<file path="config.mk">
export PLATFORM = sky130hd
export DESIGN_NAME = player_sprite_fetch
export DESIGN_NICKNAME = d
export VERILOG_FILES = /design/src/rtl/boxhead_pkg.sv /design/src/rtl/player_sprite_fetch.sv
export SDC_FILE = /design/constraint.sdc
export NUM_CORES = 1
export LEC_CHECK = 0
export BUFFER_PORTS_ARGS = -buffer_cell sky130_fd_sc_hd__buf_2
export CORE_AREA = 2 2 72 74
export CTS_CLUSTER_DIAMETER = 80
export DETAILED_ROUTE_END_ITERATION = 7
export DIE_AREA = 0 0 74 76
export GPL_TIMING_DRIVEN = 0
export HOLD_SLACK_MARGIN = 0.03
export PLACE_DENSITY = 0.75
export SETUP_SLACK_MARGIN = 0.05
export SLEW_MARGIN = 15
export SYNTH_ARGS = -nofsm -noshare
export SYNTH_HDL_FRONTEND = slang
export SYNTH_SLANG_ARGS = --single-unit
</file>
<file path="constraint.sdc">
create_clock -name Clk -period 1.8 [get_ports Clk]
set_input_delay 0.18 -clock Clk [delete_from_list [all_inputs] [get_ports Clk]]
set_output_delay 0.18 -clock Clk [all_outputs]
set_load 0.03 [all_outputs]
</file>
<file path="src/rtl/boxhead_pkg.sv">
// Shared types and screen constants for the Boxhead player/sprite path.
package boxhead_pkg;

    typedef enum logic [1:0] {
        DIR_UP    = 2'd0,
        DIR_DOWN  = 2'd1,
        DIR_LEFT  = 2'd2,
        DIR_RIGHT = 2'd3
    } dir_t;

    typedef logic [1:0] step_t;

    localparam int SCREEN_W = 640;
    localparam int SCREEN_H = 480;

endpackage

</file>
<file path="src/rtl/player_sprite_fetch.sv">
// Player sprite fetch: snapshots player state once per frame and turns the
// beam position into a sprite-sheet ROM address {dir, step, dy, dx} plus a
// hit flag delayed one more cycle so it lines up with the ROM read data.
module player_sprite_fetch
    import boxhead_pkg::*;
#(
    parameter  int SPR_LOG2 = 5,
    localparam int ADDR_W   = 4 + 2*SPR_LOG2
) (
    input  logic              Clk,
    input  logic              Reset_n,
    input  logic              Frame_Tick,
    input  logic [9:0]        Player_X,
    input  logic [9:0]        Player_Y,
    input  logic [1:0]        Player_Dir,
    input  logic              Player_Moving,
    input  logic [1:0]        Obj_Step_Count,
    input  logic [9:0]        DrawX,
    input  logic [9:0]        DrawY,
    input  logic              Blank_n,
    output logic [ADDR_W-1:0] Sprite_Addr,
    output logic              Sprite_Hit
);

    // Per-frame snapshot of player state
    logic [9:0] snap_x_q, snap_x_d;
    logic [9:0] snap_y_q, snap_y_d;
    dir_t       snap_dir_q, snap_dir_d;
    step_t      snap_step_q, snap_step_d;

    // Stage 1: box test and sprite-local coordinates
    logic                hit1_q, hit1_d;
    logic [SPR_LOG2-1:0] dx_q, dx_d;
    logic [SPR_LOG2-1:0] dy_q, dy_d;
    dir_t                dir1_q, dir1_d;
    step_t               step1_q, step1_d;

    // Stage 3: hit delayed to match the ROM's read latency
    logic                hit2_q, hit2_d;

    // 11-bit differences; bit 10 is the borrow that flags beam left/above the sprite
    logic [10:0] dx_full, dy_full;
    logic        in_box;

    // Snapshot next-state: reload only on the frame tick, walk frame forced to 0 when idle
    always_comb begin
        snap_x_d    = snap_x_q;
        snap_y_d    = snap_y_q;
        snap_dir_d  = snap_dir_q;
        snap_step_d = snap_step_q;
        if (Frame_Tick) begin
            snap_x_d    = Player_X;
            snap_y_d    = Player_Y;
            snap_dir_d  = dir_t'(Player_Dir);
            snap_step_d = Player_Moving ? Obj_Step_Count : 2'd0;
        end
    end

    // Snapshot register; a pixel in the tick cycle still sees the old values
    always_ff @(posedge Clk or negedge Reset_n) begin
        if (!Reset_n) begin
            snap_x_q    <= '0;
            snap_y_q    <= '0;
            snap_dir_q  <= DIR_UP;
            snap_step_q <= '0;
        end else begin
            snap_x_q    <= snap_x_d;
            snap_y_q    <= snap_y_d;
            snap_dir_q  <= snap_dir_d;
            snap_step_q <= snap_step_d;
        end
    end

    // Box test against the current snapshot; no wrap-around, the borrow bit rejects
    always_comb begin
        dx_full = {1'b0, DrawX} - {1'b0, snap_x_q};
        dy_full = {1'b0, DrawY} - {1'b0, snap_y_q};
        in_box  = Blank_n & ~dx_full[10] & ~dy_full[10]
                & (dx_full[9:SPR_LOG2] == '0) & (dy_full[9:SPR_LOG2] == '0);
        hit1_d  = in_box;
        dx_d    = dx_full[SPR_LOG2-1:0];
        dy_d    = dy_full[SPR_LOG2-1:0];
        dir1_d  = snap_dir_q;
        step1_d = snap_step_q;
        hit2_d  = hit1_q;
    end

    // Pixel pipeline; address fields update even on misses, consumers gate on the hit
    always_ff @(posedge Clk or negedge Reset_n) begin
        if (!Reset_n) begin
            hit1_q  <= 1'b0;
            dx_q    <= '0;
            dy_q    <= '0;
            dir1_q  <= DIR_UP;
            step1_q <= '0;
            hit2_q  <= 1'b0;
        end else begin
            hit1_q  <= hit1_d;
            dx_q    <= dx_d;
            dy_q    <= dy_d;
            dir1_q  <= dir1_d;
            step1_q <= step1_d;
            hit2_q  <= hit2_d;
        end
    end

    // Frame index {dir, step} selects one of 16 sprite frames in the sheet
    assign Sprite_Addr = {dir1_q, step1_q, dy_q, dx_q};
    assign Sprite_Hit  = hit2_q;

endmodule

</file>
Word level (Yosys, flattened, before mapping). Index checks and enable logic that the tools add are counted.

Add/sub/neg operators: 2. Multiply operators: 0. Divide/modulo/power cells: 0. $lt $le $gt $ge: 0. Eq/ne operators: 0. Shift-type cells: 0. Muxes and demuxes: 1. Bitwise gates (word level): 6. Reductions and logical operators: 2.

Operator list (number): $sub 10x10->11 (2); $logic_not 5->1 (2); $and 1x1->1 (4); $mux 2 (1); $not 1->1 (2).

Register bits: 40. Latch bits: 0. RAM bits: 0. Memory bits (read-only): 0. Bits of input ports: 49. Output and inout port bits: 15. Word-level logic and storage cells: 21. Memories kept: 0.

Depth between registers and ports, before layout.
Word-level depth: 6. Depth in mapped cells: 9. Depth with buffers taken out: 9.

Worst setup path after synthesis. Ideal clock, no wire load.

Kind: register -> register. Start point: register snap_x_q[0]. End point: register hit1_q. Library setup time: 127 ps. Arrival: 1755 ps. Data required time: 1673 ps. Setup slack: -83 ps. Stages on the path, launching flop included: 9. Buffers on the path: 0. Clock period less this slack: 1883 ps. Cells stage by stage: dfrtp_1 > ha_1 > fa_1 > inv_1 > a21o_1 > a41o_1 > mux2_1 > o2111ai_1 > nor4_2.

Word-level cells in the longest chain between the ends: 6. Elaborated cells between the ends (all ways): 7. Those cells by class: add/sub (1); bitwise (5); reduce/logical (1).

RTL lines: start, declared (RTL line player_sprite_fetch.sv:26) `logic [9:0] snap_x_q, snap_x_d;`; start signal, assigned (RTL line player_sprite_fetch.sv:67) `snap_x_q <= snap_x_d;`; $sub 10x10->11 * (RTL line player_sprite_fetch.sv:76) `dx_full = {1'b0, DrawX} - {1'b0, snap_x_q};`; $not 1->1 (RTL line player_sprite_fetch.sv:78) `in_box = Blank_n & ~dx_full[10] & ~dy_full[10]`; $and 1x1->1 (2 in a row) (RTL line player_sprite_fetch.sv:78); $and 1x1->1 * (2 in a row) (RTL line player_sprite_fetch.sv:79) `& (dx_full[9:SPR_LOG2] == '0) & (dy_full[9:SPR_LOG2] == '0);`; via hit1_d (RTL line player_sprite_fetch.sv:32) `logic hit1_q, hit1_d;`; end signal, assigned (RTL line player_sprite_fetch.sv:98) `hit1_q <= hit1_d;`; end, declared (RTL line player_sprite_fetch.sv:32).

The timed path passes the listed nets; every way through them passes the cells marked *. A chain may end at the register's enable or synchronous reset.

Final worst setup path.
Start point: register snap_y_q[0]. End point: register hit1_q.

Word-level cells in the longest chain between the ends: 5. Elaborated cells between the ends (all ways): 6. Those cells by class: add/sub (1); bitwise (4); reduce/logical (1).

RTL lines: start, declared (RTL line player_sprite_fetch.sv:27) `logic [9:0] snap_y_q, snap_y_d;`; start signal, assigned (RTL line player_sprite_fetch.sv:68) `snap_y_q <= snap_y_d;`; $sub 10x10->11 * (RTL line player_sprite_fetch.sv:77) `dy_full = {1'b0, DrawY} - {1'b0, snap_y_q};`; $not 1->1 (RTL line player_sprite_fetch.sv:78); $and 1x1->1 (RTL line player_sprite_fetch.sv:78); $and 1x1->1 (RTL line player_sprite_fetch.sv:79); $and 1x1->1 * (RTL line player_sprite_fetch.sv:79); via hit1_d (RTL line player_sprite_fetch.sv:32).

Marks and branches as above.

==> summary.md <==
| Metric | Value |
|---|---|
| First-pass GRT wire length | between 7000 and 8000 um |
| Largest net degree at the start of global routing | 41 |
| Measured slew at the worst slew-check pin | roughly 0.88 ns |
| Hold Violations, Final | 0 |
| Critical Path RT | about 2 ns |
| Ant. Diodes | 0 |
| Status | finished with violations |
| Critical path origin | snap_y_q[0]$_DFFE_PN0P_ |
| Total CTS buffers | 5 |
| Final setup TNS | -0.06547 ns |
| Clk_lat worst skew | 0.29 ns |
| RSZ-0062 raised after global routing | yes |
| Clk slew on worst S/H paths | roughly 0.09 ns |
| Total iterations of the first detailed-routing run | 4 |
| Clock Path Buffers | 2 |
| Routability cong. | around 0.8 |
| Vias in the first global route | 1679 |
| Fin nets | about 370 |
| Share of layout cells above drive strength 1 | a little under a third |
| Dpl hpwl | ~3500 um |
| Slowest stage delay, CP | ~0.39 ns |
| CTS Sinks | 40 |
| Synth Area per Inst | between 9 and 10 sq um |
| Die Y-Extent | 76 um |
| Async SR Flop Fraction | between 90% and 100% |
| Initial antenna violation count | 0 |
| Vias | 1802 |
| Syn nets | around 300 |
| Die ar. | 5624 sq um |
| Final ANT Viol Nets | 0 |
| Setup crit end | hit1_q$_DFF_PN0_ |
| Worst path slowest cell | dfrtp_1 |
| GRT Resource Usage Total | 16.82% |
| Setup violators final | 1 |
| Max rail drop VDD | roughly 0.39 mV |
| Hold Buf Count CTS | 0 |
| Slew Limit Fails | 0 |
| Post-place setup slack | -0.08544 ns |
| R2R setup slack | -0.07 ns |
| Crit Path Category | register to register |
| GR Overflow Total | 0 |
| Sequential share of the synthesized area | 45.20% |
| CP bufs+invs | 0 |
| Setup Skew | between 0.007 and 0.008 ns |
| Post-synth top cells | 40 x dfrtp_1, 33 x inv_1, 28 x o21ai_0 |
| Final hold slack | around 0.0013 ns |
| Delay-heaviest family, CP | adder cells |
| Drt wl/cell | approximately 12 um |
| Core area | 4912 sq um |
| Layout Area Growth over Synthesis | 25.42% |
| Final Util | between 50% and 60% |
| Worst slew margin | between 40% and 50% |
| Root buf cell | clkbuf_8 |
| Starting DRC count in detailed routing | 83 |
| R2r startpoint | snap_y_q[0]$_DFFE_PN0P_ |
| Number of synthesized register bits | 40 |
| DR vias/cell | about 5 |
| Violated checks | setup timing |
| Rows | 26 |
| Path depth of the worst reg2reg path | 8 |
| EDFF count, synth | 0 |
| Critical path startpoint category | register |
| Post-Syn Area | 2215 sq um |
| Arr. time, crit path | a little over 2 ns |
| Count leader, synth | dfrtp_1 |
| DIE WIDTH | about 74 um |
| CP max FO | 3 |
| Synth area leader | dfrtp_1 |
| Tot Pwr | 2.553 mW |
| Max_cap viols | 0 |
| Cell Chain, Critical Path | ha_2 > fa_2 > nand2b_4 > a21oi_2 > a211oi_2 > nor2_1 > o211ai_1 > nor4_2 |
| Synth Flop Type | dfrtp_1 |
| FILL cells | between 400 and 500 |
| H-tree depth | 2 |
| Mapped Cells | between 200 and 250 |
| Synth area leaders | dfrtp_1 45%, ha_1 11%, o21ai_0 6.3% |
| I/O pin total | between 60 and 70 |
| Setup crit end kind | register |
| F_max | around 540 MHz |
| Fin worst setup slack | -0.06547 ns |
| Starting Density | approximately 45% |
| Crit path depth | 8 |
| Hold Crit Class | primary input to async pin |
| Tcrit/Tclk final | 103.6% |
| TritonCTS clock tree | yes |
| Final WL | 4509 um |
| PortBufs | 62 |
| Yosys top cell area share | 45.20% |
| PwrDens | approximately 900 nW/um^2 |
| Tmin final | between 1.5 and 2 ns |
| Leakage power | 1.401 nW |
| DRC | 0 |
| Unique masters post-synth | 39 |
| YS warnings | 0 |
| R2r endpoint | hit1_q$_DFF_PN0_ |
[power by group]
group | switching, mW | total (mW) | internal, mW
sequential | 0.0295 | 1.04 | 1.01
clock | 0.322 | 0.732 | 0.410
combinational | 0.471 | 0.784 | 0.314
[logic make-up after synthesis]
family | Yosys count | share of synthesized area, %
simple gates | 47 | 9.888
xor+xnor | 8 | 3.164
buf+inv | 39 | 6.610
flops | 40 | 45.20
mux | 8 | 3.898
compound gates | 64 | 18.14
fa+ha+maj | 22 | 13.11
[stage by stage]
step / cells / instance area [sq um]
global placement: 360 / 2641
finish: 369 / 2778
global route: 369 / 2778
CTS: 369 / 2765
floorplan: 228 / 2243
detailed placement: 360 / 2641
[worst register-to-register path, cell delays in order, from the launching register on]
cell	delay (ns)
dfrtp_1	0.39
ha_2	0.19
fa_2	0.35
nand2b_4	0.15
a21oi_2	0.13
a211oi_2	0.06
nor2_1	0.12
o211ai_1	0.12
nor4_2	0.27
[layout make-up]
type / count / area (sq um) / share of cell area (%)
clock buffer: 5 / 68.82 / 2.477
buffer: 6 / 22.52 / 0.8108
timing repair buffer: 63 / 317.8 / 11.44
multi-input combinational: 149 / 1114 / 40.09
clock inverter: 3 / 42.54 / 1.532
inverter: 33 / 123.9 / 4.459
sequential: 40 / 1001 / 36.04
tap: 70 / 87.58 / 3.153
[per-layer routing]
metal	global-route usage (%)	vias up	routed length, um
li1	-	915	-
met1	22.43	829	2117
met2	27.05	52	2123
met3	4.233	6	223
met4	4.364	0	44
met5	0	-	0
[registers in the layout, summed over array words and instances, names as in the netlist, 2 cells and up]
signal and cells:
snap_y_q 10, dx_q 5, snap_x_q 10, snap_step_q 2, step1_q 2, dy_q 5, dir1_q 2, dir1_d 2
[worst min path at each step]
| stage | start | endpoint | slack, ns | cells past startpoint |
|---|---|---|---|---|
| after floorplan | Reset_n | Sprite_Hit$_DFF_PN0_ | -0.12 | 0 |
| after global placement | Reset_n | dx_q[3]$_DFF_PN0_ | 0.34 | 1 |
| after detailed placement | hit1_q$_DFF_PN0_ | Sprite_Hit$_DFF_PN0_ | 0.33 | 0 |
| after CTS | Reset_n | snap_x_q[8]$_DFFE_PN0P_ | 0.04 | 1 |
| after global routing | Reset_n | snap_x_q[7]$_DFFE_PN0P_ | 0.07 | 1 |
| final | Reset_n | snap_x_q[7]$_DFFE_PN0P_ | 0.001 | 1 |
[what timing repair did]
item	4_1_cts	5_1_grt
setup endpoints to repair	1	1
endpoints found under the hold margin	0	0
setup buffers	1	0
gates resized for setup	2	1
pin swaps	1	0
[layout by cell type, fill, tap and decap left out, types with 3 or more instances in the layout]
cell type  count
ha_1          16
nand2_1       26
buf_2         62
dfrtp_1       40
clkbuf_1       6
o21ai_0       28
xnor2_1        6
nor2_1         7
o21bai_1       3
nand3_1        4
clkbuf_8       5
inv_1         33
ha_2           3
mux2i_1        3
mux2_2         4
a21oi_1       13
(Power assumes the default switching activity.)
